$ cat config.mk
export PLATFORM = sky130hd
export DESIGN_NAME = alu_mul_seq_flat
export DESIGN_NICKNAME = d
export VERILOG_FILES = /design/src/rtl/alu_mul_seq_if.sv /design/src/rtl/alu_mul_seq.sv /design/src/flat_wrapper.sv
export SDC_FILE = /design/constraint.sdc
export NUM_CORES = 1
export LEC_CHECK = 0
export ABC_AREA = 0
export CAP_MARGIN = 20
export CORE_ASPECT_RATIO = 1.75
export CORE_MARGIN = 2
export CORE_UTILIZATION = 40
export CTS_CLUSTER_SIZE = 8
export DETAILED_ROUTE_END_ITERATION = 8
export PLACE_DENSITY = 0.71
export SLEW_MARGIN = 0
export SYNTH_ARGS = -nofsm -noshare
export SYNTH_HDL_FRONTEND = slang
export SYNTH_SLANG_ARGS = --single-unit
$ cat constraint.sdc
create_clock -name clk -period 2.1 [get_ports clk]
set_clock_uncertainty 0.2 [all_clocks]
set_input_delay 0.42 -clock clk [delete_from_list [all_inputs] [get_ports clk]]
set_output_delay 0.42 -clock clk [all_outputs]
set_load 0.01 [all_outputs]
$ cat src/rtl/alu_mul_seq_if.sv
// Command/result and slice-chain bus between the multiply sequencer and its neighbours.
// All multi-bit fields are big-endian: index 0 is the MSB.
interface alu_mul_seq_if #(parameter int W = 36);
  logic           start;
  logic [0:W-1]   mcand;
  logic [0:W-1]   mplier;
  logic           busy;
  logic           done;
  logic [0:2*W-1] prod;
  logic [0:3]     alu_s;
  logic           alu_m;
  logic           alu_cin;
  logic [0:W-1]   alu_a;
  logic [0:W-1]   alu_b;
  logic [0:W-1]   alu_f;
  logic           alu_cout;

  modport slave (
    input  start, mcand, mplier, alu_f, alu_cout,
    output busy, done, prod, alu_s, alu_m, alu_cin, alu_a, alu_b
  );

  modport master (
    output start, mcand, mplier, alu_f, alu_cout,
    input  busy, done, prod, alu_s, alu_m, alu_cin, alu_a, alu_b
  );
endinterface

$ cat src/rtl/alu_mul_seq.sv
// Shift-and-add multiplier sequencer; the external mc10181 slice chain does all adding.
// state | meaning
// IDLE  | waiting for start; prod holds the last result
// RUN   | one multiplier bit per cycle, W cycles, accumulating through the slice chain
// DONE  | prod valid, done pulses for one cycle
module alu_mul_seq #(
  parameter int W = 36
) (
  input  logic       clk,
  input  logic       reset,
  alu_mul_seq_if.slave bus
);
  localparam int CW = $clog2(W + 1);

  typedef enum logic [1:0] {
    IDLE = 2'd0,
    RUN  = 2'd1,
    DONE = 2'd2
  } state_t;

  state_t          state_q, state_d;
  logic [0:W-1]    acc_q, mq_q, md_q;
  logic [CW-1:0]   cnt_q;
  logic [0:2*W-1]  prod_q;
  logic [0:2*W-1]  shifted;
  logic            last_step;

  // Carry-out enters at the top, so the 2W+1-bit sum shifts right into {acc,mq}.
  assign shifted   = {bus.alu_cout, bus.alu_f, mq_q[0:W-2]};
  assign last_step = (cnt_q == CW'(1));

  always_ff @(posedge clk) begin
    if (reset) state_q <= IDLE;
    else       state_q <= state_d;
  end

  always_comb begin
    state_d   = state_q;
    bus.busy  = 1'b0;
    bus.done  = 1'b0;
    bus.alu_s = 4'b0000;
    case (state_q)
      IDLE: begin
        if (bus.start) state_d = RUN;
      end
      RUN: begin
        bus.busy = 1'b1;
        if (mq_q[W-1]) bus.alu_s = 4'b0110;
        if (last_step) state_d = DONE;
      end
      DONE: begin
        bus.busy = 1'b1;
        bus.done = 1'b1;
        state_d  = IDLE;
      end
      default: state_d = IDLE;
    endcase
  end

  always_ff @(posedge clk) begin
    if (reset) begin
      acc_q  <= '0;
      mq_q   <= '0;
      md_q   <= '0;
      cnt_q  <= '0;
      prod_q <= '0;
    end else begin
      case (state_q)
        IDLE: begin
          if (bus.start) begin
            md_q  <= bus.mcand;
            mq_q  <= bus.mplier;
            acc_q <= '0;
            cnt_q <= CW'(W);
          end
        end
        RUN: begin
          acc_q <= shifted[0:W-1];
          mq_q  <= shifted[W:2*W-1];
          cnt_q <= cnt_q - CW'(1);
          // Capture on the final step so prod is already valid alongside done.
          if (last_step) prod_q <= shifted;
        end
        default: ;
      endcase
    end
  end

  assign bus.prod    = prod_q;
  assign bus.alu_a   = acc_q;
  assign bus.alu_b   = md_q;
  assign bus.alu_m   = 1'b0;
  assign bus.alu_cin = 1'b0;
endmodule

$ cat src/flat_wrapper.sv
// flat-port wrapper written by rule: the top's interface ports become plain ports
module alu_mul_seq_flat 
#(
  parameter int W = 36
)
  (clk, reset, bus_start, bus_mcand, bus_mplier, bus_alu_f, bus_alu_cout, bus_busy, bus_done, bus_prod, bus_alu_s, bus_alu_m, bus_alu_cin, bus_alu_a, bus_alu_b);
  alu_mul_seq_if #(.W(W)) bus_i ();
  input  logic clk;
  input  logic reset;
  input wire logic [$bits(bus_i.start)-1:0] bus_start;
  input wire logic [$bits(bus_i.mcand)-1:0] bus_mcand;
  input wire logic [$bits(bus_i.mplier)-1:0] bus_mplier;
  input wire logic [$bits(bus_i.alu_f)-1:0] bus_alu_f;
  input wire logic [$bits(bus_i.alu_cout)-1:0] bus_alu_cout;
  output wire logic [$bits(bus_i.busy)-1:0] bus_busy;
  output wire logic [$bits(bus_i.done)-1:0] bus_done;
  output wire logic [$bits(bus_i.prod)-1:0] bus_prod;
  output wire logic [$bits(bus_i.alu_s)-1:0] bus_alu_s;
  output wire logic [$bits(bus_i.alu_m)-1:0] bus_alu_m;
  output wire logic [$bits(bus_i.alu_cin)-1:0] bus_alu_cin;
  output wire logic [$bits(bus_i.alu_a)-1:0] bus_alu_a;
  output wire logic [$bits(bus_i.alu_b)-1:0] bus_alu_b;
  assign bus_i.start = bus_start;
  assign bus_i.mcand = bus_mcand;
  assign bus_i.mplier = bus_mplier;
  assign bus_i.alu_f = bus_alu_f;
  assign bus_i.alu_cout = bus_alu_cout;
  assign bus_busy = bus_i.busy;
  assign bus_done = bus_i.done;
  assign bus_prod = bus_i.prod;
  assign bus_alu_s = bus_i.alu_s;
  assign bus_alu_m = bus_i.alu_m;
  assign bus_alu_cin = bus_i.alu_cin;
  assign bus_alu_a = bus_i.alu_a;
  assign bus_alu_b = bus_i.alu_b;
  alu_mul_seq #(.W(W)) u_core (.clk(clk), .reset(reset), .bus(bus_i));
endmodule
After elaboration in Yosys (flattened, before gate mapping)
Cells that the tools add are included.
{"block": "totals", "output_inout_bits": 152, "inputBits": 112, "wordCells": 32, "register_bits": 188}
{"block": "op_classes", "n_mux": 13, "addsub": 1, "n_reduce_logical": 7, "n_eq_ne": 5}
{"cell": "one-hot mux 36 bit (2 select lines)", "n": 2}
{"cell": "2-to-1 mux 36 bit", "n": 2}
{"cell": "one-hot mux 6 bit (2 select lines)", "n": 1}
{"cell": "AND reduction 2 bit", "n": 4}
{"cell": "equality test 6 x 1 -> 1 bit (second input constant)", "n": 1}
{"cell": "2-to-1 mux 6 bit", "n": 1}
{"cell": "subtractor 6 x 1 -> 6 bit (second input constant)", "n": 1}
{"cell": "2-to-1 mux 2 bit", "n": 2}
{"cell": "2-to-1 mux 4 bit", "n": 1}
{"cell": "one-hot mux 2 bit (2 select lines)", "n": 1}
{"cell": "2-to-1 mux 3 bit", "n": 1}
{"cell": "equality test 2 x 1 -> 1 bit (second input constant)", "n": 1}
{"cell": "equality test 2 bit (second input constant)", "n": 1}
{"cell": "logical NOT 2 bit", "n": 1}
{"cell": "2-to-1 mux 1 bit", "n": 2}
{"cell": "inequality test 2 x 1 -> 1 bit (second input constant)", "n": 1}
{"cell": "inequality test 2 bit (second input constant)", "n": 1}
{"cell": "nonzero test 2 bit", "n": 1}
{"cell": "OR reduction 2 bit", "n": 1}

Logic depth before layout (Yosys ltp)
Gate-level depths: netlist of the first run.
{"block": "logic_depth", "depth_word": 3, "mapped_depth": 8}

Worst setup path after synthesis of the first run
OpenSTA, ideal clock, no wires.
{"block": "synth_timing", "path_kind": "register to output", "from": "reg u_core.state_q[1]", "to": "out bus_alu_s[2]", "path_stages_with_launch": 7, "setup_slack_ns": 0.227, "arrival_time_ns": 1.253, "path_cell_list": "dfxtp_1 > inv_1 > ha_1 > buf_2 > buf_2 > and2_1 > buf_4"}
{"block": "synth_via", "elab_chain_len": 2}
{"item": "start, declared", "line_no": "alu_mul_seq.sv:21", "rtl": "state_t state_q, state_d;"}
{"item": "start signal, assigned", "line_no": "alu_mul_seq.sv:34", "rtl": "else state_q <= state_d;"}
{"item": "equality test 2 x 1 -> 1 bit", "line_no": "alu_mul_seq.sv:42", "rtl": "case (state_q)"}
{"item": "2-to-1 mux 4 bit", "line_no": "alu_mul_seq.sv:42"}
{"item": "end, declared", "line_no": "flat_wrapper.sv:18", "rtl": "output wire logic [$bits(bus_i.alu_s)-1:0] bus_alu_s;"}
No other way between the ends.

Worst setup path in the final report of the first run
{"block": "layout_timing", "from": "reg u_core.state_q[1]", "to": "out bus_alu_s[1]"}
The elaborated chain is that of the path after synthesis.

==> results of run 1 <==
## power groups by stage
stage | Combinational, mW | Sequential [mW] | Clock [mW]
floorplan | 2.07 | 4.57 | 0
global placement | 3.56 | 4.50 | 0
detailed placement | 3.60 | 4.52 | 0
CTS | 3.62 | 4.44 | 3.17
global route | 3.92 | 4.52 | 3.30
finish | 3.57 | 4.45 | 3.08
## per-stage QoR
stage	util, %	setup TNS, ns	setup WS, ns	cell area, um2
floorplan	-	0	0.227	7050
global placement	57.2	0	0.0609	9940
detailed placement	57.2	-0.00847	-0.00847	9940
CTS	60.5	0	0.0122	10500
global route	60.5	0	0.00534	10500
finish	60.5	0	0.0977	10500
## flip-flops by register name, indices dropped and copies added, names as in the netlist
signal / flops
u_core.mq_q: 36
u_core.bus.alu_b: 36
u_core.cnt_q: 6
u_core.bus.alu_a: 36
u_core.state_q: 2
u_core.bus.prod: 72
## path summary, 6_finish.rpt
| check | startpoint | to | slack (ns) | cells past startpoint |
|---|---|---|---|---|
| max | u_core.state_q[1] | bus_alu_s[1] | 0.1 | 4 |
| min | reset | u_core.bus.alu_a[2] | 0.15 | 2 |
| max reg2reg | u_core.state_q[1] | u_core.bus.prod[26] | 0.15 | 7 |
| min reg2reg | u_core.bus.prod[69] | u_core.bus.prod[69] | 0.25 | 2 |
## layer usage
layer / wire (um) / up-vias / share of wire (%) / GRT usage [%]
li1: - / 3189 / - / -
met1: 7580 / 2930 / 37 / 23.4
met2: 11300 / 182 / 55 / 41.1
met3: 935 / 28 / 4.6 / 5.00
met4: 581 / 0 / 2.8 / 8.59
met5: 0 / - / 0 / 0
## synthesized netlist by cell type, drive strengths merged, types with 3 or more instances
cell	n	area [um2]
xor2	3	26.3
nand2	220	826
inv	6	22.5
clkbuf	31	116
dfxtp	188	3760
nor3	4	20.0
nand2b	3	18.8
nand3	4	20.0
mux2i	37	370
nor2	79	297
ha	6	75.1
a21oi	111	556
a22oi	37	278
buf	38	233
and2	3	18.8
a211oi	37	343
## layout make-up
type / count / area [um2] / share of cell area [%]
diodes: 1 / 2.50 / 0.0238
clock buffers: 18 / 439 / 4.18
multi-input cells: 555 / 2930 / 27.9
repair buffers: 282 / 2930 / 27.9
flip-flops and latches: 188 / 3760 / 35.8
clock inverters: 13 / 125 / 1.19
well taps: 231 / 289 / 2.75
inverters: 6 / 22.5 / 0.214
## timing repair
action | 4_1_cts | 5_1_grt
hold endpoints to repair | 0 | 0
setup endpoints to repair | 4 | 4
resized for setup | 9 | 4
gates cloned | 0 | 0
## logic make-up after synthesis
family	after synthesis	share of synthesized area [%]
and+or+nand+nor	316	17.4
other	1	0.0533
DFF	188	53.5
AOI/OAI and AO/OA	188	17.0
adders and majority gates	6	1.07
xor gates and xnor gates	3	0.373
muxes	38	5.42
buffers and inverters	75	5.28
## critical path: cells and delay by family (launching register included)
family / cells / cell delay, ns
flip-flops: 1 / 0.32
buffers and inverters: 2 / 0.29
adder cells (fa/ha/maj): 1 / 0.19
AND/OR/NAND/NOR: 1 / 0.15
==> metrics.txt, run 1 <==
combined area of all synthesized cells=7040 um2; number of warnings printed during yosys synthesis=0; relative contribution of combinational cells to total power=32.2%; most used cells in the layout excluding fill and tap cells=254 x sky130_fd_sc_hd__clkdlybuf4s50_1, 220 x sky130_fd_sc_hd__nand2_1, 188 x sky130_fd_sc_hd__dfxtp_1; final routed wirelength across all metal layers=20400 um; start-to-end type of the worst setup path=reg2out; Post-CTS Setup Bufs=0; synthesized instance count=815; total congestion overflow after global routing=0; final weighted congestion in routability-driven placement=0.816; final setup vio count=0; share of power burned in the clock network=27.8%; reported leakage power=3.75 nW; class of the most critical hold timing path=in2reg; stage delay of the slowest cell on the critical path=0.32 ns; die extent in y=179 um; clock tree from TritonCTS=built; clock transition at the registers of the reported paths=0.07 ns; number of clock sinks=188; startpoint kind of the worst setup timing path=flip-flop; quantity of hold-fixing buffers added after cts=0; maximum number of pins on one net before global-route repair=60; most common cell after layout, fill and taps aside=sky130_fd_sc_hd__clkdlybuf4s50_1; top-level I/O count=264; fraction of final layout cells sized beyond drive strength 1=7.25%; FF+latch count, synth=188; fmax=499 MHz; first-pass iteration count of the detailed router=5; drt wl/cell=15.8 um; required time of the worst setup path=1.48 ns; Critical Path Sink Type=primary output; Final Max Tran Viols=0; share of power burned in registers=40.0%; average cell area after synthesis=8.63 um2; global-route wire length before repair=32700 um; Initial DRC Count=203; setup repair after global routing missed its margin=no; number of global-route vias before repair=6111; most frequently used flop master after synthesis=sky130_fd_sc_hd__dfxtp_1; synth unique cells=26; overall die width=104 um; Crit Path Max Fanout=4; worst-case clock buffer depth=2; row cnt=64; minimum clock period=2.00 ns; Layout Cells excl Fill=1294; clock tree root driver cell=sky130_fd_sc_hd__clkbuf_16; fill cell instance count of the final layout=1536; status=finished, final reports clean; total placed cells including tap cells=1262; Internal Dissipation=7.41 mW; die area=18700 um2; worst supply voltage drop on vdd=0.624 mV; Max-Cap Viols=0; NumNets Final=1168; final worst hold slack=0.146 ns; Post-synth EDFFs=0; total number of H-tree levels=4; estimated wirelength of the detail-placed design=14600 um; CP max stage cell=sky130_fd_sc_hd__dfxtp_1; power consumption=11.1 mW; total vias in the final route=6329; mean number of vias per cell=4.89; count of unresolved DRC violations after routing=0; share of synthesized area occupied by flip-flops and latches=53.5%; post-route ant nets=0; cell breakdown of the critical path=inv_2, ha_2, and2_4, clkdlybuf4s15_2; fraction of registers with async set/reset=0%; global router's overall resource usage=21.9%; number of buffers created by CTS=17; post-route fraction of the period consumed by the critical path=95.3%; latest clock arrival within the worst-skew pair=0.43 ns; initial standard-cell utilization of the core=40.5%; antenna violations before repair=1; switching fraction of total power=33.2%; post-synthesis to final-layout area growth=49.3%; floorplan core area=17400 um2; Power Density=1060 nW/um2; Data arrival, critical path=1.38 ns; Hold Fails Final Rpt=0; total net switching power=3.69 mW; input/output buffers=259
No activity file was read; power rests on OpenSTA's default activity.
==> run 2: changes to the inputs <==
--- a/config.mk
+++ b/config.mk
@@ -12,7 +12,7 @@
 export CORE_UTILIZATION = 40
 export CTS_CLUSTER_SIZE = 8
 export DETAILED_ROUTE_END_ITERATION = 8
-export PLACE_DENSITY = 0.71
+export PLACE_DENSITY = 0.78
 export SLEW_MARGIN = 0
 export SYNTH_ARGS = -nofsm -noshare
 export SYNTH_HDL_FRONTEND = slang
==> run 2 against run 1 <==
Net effect: sequential power hardly changed; clock power up 12%; clock-buffer cell count is 1 higher; critical endpoint is now bus_done; total power rose by 3.4%.
==> metrics.txt, run 2 (same netlist as run 1, synthesis figures left out) <==
status=finished, final reports clean; setup TNS=0 ns; maximum number of pins on one net before global-route repair=54; fmax=498 MHz; post-synthesis to final-layout area growth=50.2%; fraction of final layout cells sized beyond drive strength 1=8.04%; number of clock sinks=188; startpoint kind of the worst setup timing path=flip-flop; Critical path origin=u_core.state_q[0]; top-level I/O count=264; global router's overall resource usage=21.9%; final worst hold slack=0.156 ns; footprint of the multi-input gates=2940 um2; die extent in y=179 um; worst supply voltage drop on vdd=0.683 mV; Max-Cap Viols=0; origin of the worst min-delay path=reset; overall die width=104 um; Crit Path Max Fanout=3; total inserted antenna cells=0; Final Max Tran Viols=0; storage element area=3770 um2; total congestion overflow after global routing=0; final setup vio count=0; antenna violations before repair=0; count of unresolved DRC violations after routing=0; number of buffers created by CTS=17; floorplan core area=17400 um2; clock transition at the registers of the reported paths=0.07 ns; Hold Fails Final Rpt=0; first-pass iteration count of the detailed router=5; quantity of hold-fixing buffers added after cts=0; NumNets Final=1175; class of the most critical hold timing path=in2reg; global-route wire length before repair=32600 um; mean number of vias per cell=5.02; worst reg2reg path startpoint=u_core.state_q[1]; Largest register FFs=72; worst-case clock buffer depth=2; Initial DRC Count=340; drt wl/cell=15.8 um; post-route fraction of the period consumed by the critical path=95.6%; input/output buffers=259; clock tree from TritonCTS=built; initial standard-cell utilization of the core=40.5%; most common cell after layout, fill and taps aside=sky130_fd_sc_hd__clkdlybuf4s50_1; estimated wirelength of the detail-placed design=14700 um; required time of the worst setup path=1.48 ns; most used cells in the layout excluding fill and tap cells=254 x sky130_fd_sc_hd__clkdlybuf4s50_1, 220 x sky130_fd_sc_hd__nand2_1, 186 x sky130_fd_sc_hd__dfxtp_1; reported leakage power=3.79 nW; clock tree root driver cell=sky130_fd_sc_hd__clkbuf_16; total vias in the final route=6528; number of global-route vias before repair=6235; total number of H-tree levels=4; latest clock arrival within the worst-skew pair=0.43 ns; final routed wirelength across all metal layers=20500 um; post-route ant nets=0; Critical Path Sink Type=primary output; minimum clock period=2.01 ns; Power Density=1090 nW/um2; die area=18700 um2; start-to-end type of the worst setup path=reg2out; row cnt=64; fill cell instance count of the final layout=1506; setup repair after global routing missed its margin=no; Data arrival, critical path=1.39 ns; final weighted congestion in routability-driven placement=0.889
run 2: cell count changes in the layout (fill, tap and decap cells not counted), moves of 2 or more:
cell / delta
sky130_fd_sc_hd__buf_12: -4
sky130_fd_sc_hd__buf_4: +11
sky130_fd_sc_hd__clkinv_4: -4
sky130_fd_sc_hd__dfxtp_2: +2
sky130_fd_sc_hd__bufinv_16: +3
sky130_fd_sc_hd__dfxtp_1: -2
sky130_fd_sc_hd__clkinvlp_4: +2
run 2: power by group:
group          leakage [nW]  switching [mW]  internal (mW)
Sequential             1.53           0.356           4.10
Combinational          1.95            1.87           1.71
Clock                 0.305            1.46           1.97
run 2: layer usage:
layer / up-vias / global-route usage (%) / routed length, um
li1: 3208 / - / -
met1: 3039 / 23.9 / 7780
met2: 226 / 39.6 / 11000
met3: 55 / 4.57 / 946
met4: 0 / 10.8 / 808
met5: - / 0 / 0
run 2: through the flow:
step           util (%)  total power [mW]  std cells  setup slack, ns  area [um2]
2_1_floorplan         -              6.64        818            0.227        7050
5_1_grt            60.8              12.1       1301           0.0431       10600
4_1_cts            60.9              11.6       1300          0.00925       10600
6_report           60.8              11.5       1301           0.0915       10600
3_5_place_dp       57.2              8.11       1268           0.0690        9940
3_3_place_gp       57.2              8.02       1268            0.111        9940
run 2: worst max-delay path: stages (launching register included):
cell and delay (ns):
sky130_fd_sc_hd__dfxtp_2 0.37, sky130_fd_sc_hd__inv_1 0.09, sky130_fd_sc_hd__ha_1 0.19, sky130_fd_sc_hd__dlygate4sd2_1 0.31
run 2: path summary, 6_finish.rpt:
path                              end  slack (ns)  cells after the start
hold reg to reg   u_core.bus.prod[38]        0.25                      2
setup reg to reg  u_core.bus.prod[21]        0.19                      7
setup / recovery             bus_done        0.09                      3
hold / removal    u_core.bus.prod[64]        0.16                      2
run 2: area by class of cell:
cell class,instances,area share [%]
Sequential cell,188,35.6
Multi-Input combinational cell,555,27.8
Timing Repair Buffer,289,27.7
Clock buffer,19,4.28
Tap cell,231,2.73
Clock inverter,13,1.67
Inverter,6,0.213
run 2: timing repair:
item	in CTS	in global routing
buffers inserted	0	1
resized for setup	13	2
endpoints found under the setup margin	4	2
endpoints found under the hold margin	0	0
==> run 3: changes to the inputs <==
--- a/config.mk
+++ b/config.mk
@@ -7,7 +7,7 @@
 export LEC_CHECK = 0
 export ABC_AREA = 0
 export CAP_MARGIN = 20
-export CORE_ASPECT_RATIO = 1.75
+export CORE_ASPECT_RATIO = 1.25
 export CORE_MARGIN = 2
 export CORE_UTILIZATION = 40
 export CTS_CLUSTER_SIZE = 8
==> run 3 against run 2 <==
Net effect: global-route usage decreased by 0.88 points; first-iteration DRC count decreased by 8.5%; via count decreased by 2.6%; wire length decreased by 6.3%; worst setup slack got worse by 0.031 ns; critical path type unchanged; largest power group unchanged.
==> metrics.txt, run 3 (same netlist as run 1, synthesis figures left out) <==
status=finished, final reports clean; initial standard-cell utilization of the core=40.5%; setup repair after global routing missed its margin=yes; die extent in y=152 um; total number of H-tree levels=4; row cnt=54; fmax=490 MHz; mean number of vias per cell=4.96; antenna violations before repair=0; transition time of the tightest slew-check pin=0.522 ns; minimum clock period=2.04 ns; quantity of hold-fixing buffers added after cts=0; clock tree root driver cell=sky130_fd_sc_hd__clkbuf_16; Finished Core Util=60.2%; Layout Cells excl Fill=1283; floorplan core area=17400 um2; class of the most critical hold timing path=in2reg; total congestion overflow after global routing=0; final setup vio count=0; NumNets Final=1164; input/output buffers=259; most common cell after layout, fill and taps aside=sky130_fd_sc_hd__clkdlybuf4s50_1; post-route ant nets=0; overall die width=123 um; fraction of final layout cells sized beyond drive strength 1=6.80%; Max-Slew Margin vs Limit=65.2%; total placed cells including tap cells=1251; final weighted congestion in routability-driven placement=0.817; reported leakage power=3.71 nW; post-synthesis to final-layout area growth=48.5%; Post-CTS Setup Bufs=0; Final Max Tran Viols=0; die area=18700 um2; Critical Path Sink Type=primary output; cell breakdown of the critical path=inv_2, ha_2, and2_1, dlygate4sd2_1; required time of the worst setup path=1.48 ns; global router's overall resource usage=21.0%; Crit Path Max Fanout=4; maximum number of pins on one net before global-route repair=62; worst-case clock buffer depth=2; total vias in the final route=6358; total inserted antenna cells=0; post-route fraction of the period consumed by the critical path=97.1%; most used cells in the layout excluding fill and tap cells=254 x sky130_fd_sc_hd__clkdlybuf4s50_1, 220 x sky130_fd_sc_hd__nand2_1, 186 x sky130_fd_sc_hd__dfxtp_1; Largest register FFs=72; count of unresolved DRC violations after routing=0; first-pass iteration count of the detailed router=4; CTS-repair resized insts=6; estimated wirelength of the detail-placed design=13200 um; CP max stage cell=sky130_fd_sc_hd__dfxtp_2; Max-Cap Viols=0; startpoint kind of the worst setup timing path=flip-flop; global-route wire length before repair=31300 um; number of global-route vias before repair=6268; Data arrival, critical path=1.42 ns; Initial DRC Count=311; number of buffers created by CTS=17; start-to-end type of the worst setup path=reg2out; Power Density=1070 nW/um2; latest clock arrival within the worst-skew pair=0.42 ns; worst supply voltage drop on vdd=0.537 mV; clock tree from TritonCTS=built; drt wl/cell=15.0 um; clock transition at the registers of the reported paths=0.07 ns; Hold Fails Final Rpt=0; final routed wirelength across all metal layers=19200 um; stage delay of the slowest cell on the critical path=0.32 ns; number of clock sinks=188; top-level I/O count=264
==> run 3: path summary, 6_finish.rpt <==
check,from,end,slack [ns],depth (start not counted)
max reg2reg,u_core.state_q[0],u_core.mq_q[0],0.17,5
max,u_core.state_q[1],bus_alu_s[1],0.06,4
min,reset,u_core.bus.prod[50],0.16,2
min reg2reg,u_core.bus.alu_b[15],u_core.bus.alu_b[15],0.25,2
==> run 3: power breakdown <==
group | switching, mW | internal, mW | leakage, nW | total, mW
Combinational | 1.83 | 1.63 | 1.90 | 3.46
Clock | 1.45 | 1.78 | 0.281 | 3.23
Sequential | 0.343 | 4.10 | 1.53 | 4.45
Total | 3.62 | 7.51 | 3.71 | 11.1
==> run 3: metrics by stage <==
| stage | power, mW | hold WS [ns] | cell area [um2] | setup slack [ns] | TNS [ns] |
|---|---|---|---|---|---|
| 3_3_place_gp | 7.92 | 0.241 | 9860 | 0.0669 | 0 |
| 5_1_grt | 11.8 | 0.148 | 10500 | -0.0163 | -0.0293 |
| 3_5_place_dp | 8.01 | 0.246 | 9860 | -0.00563 | -0.00890 |
| 2_1_floorplan | 6.64 | 0.245 | 7050 | 0.227 | 0 |
| 6_report | 11.1 | 0.159 | 10500 | 0.0605 | 0 |
| 4_1_cts | 11.2 | 0.138 | 10400 | 0.00622 | 0 |
==> run 3: layout make-up <==
cell class                      count  area, um2
Fill cell                        1477       6910
Sequential cell                   188       3770
Multi-Input combinational cell    555       2920
Timing Repair Buffer              278       2870
Clock buffer                       17        425
Tap cell                          224        280
Clock inverter                     15        165
Inverter                            6       22.5
==> run 3: worst max-delay path: cells and delay by family (launching register included) <==
kind / cells / cell delay [ns]
AND/OR/NAND/NOR: 1 / 0.15
buffers and inverters: 2 / 0.35
flip-flops: 1 / 0.32
adder cells (fa/ha/maj): 1 / 0.19
==> run 3: metal layers <==
metal | vias up | track usage [%] | wire length (um)
li1 | 3189 | - | -
met1 | 2928 | 23.5 | 7700
met2 | 200 | 36.2 | 9610
met3 | 41 | 6.47 | 1300
met4 | 0 | 9.20 | 626
met5 | - | 0 | 0
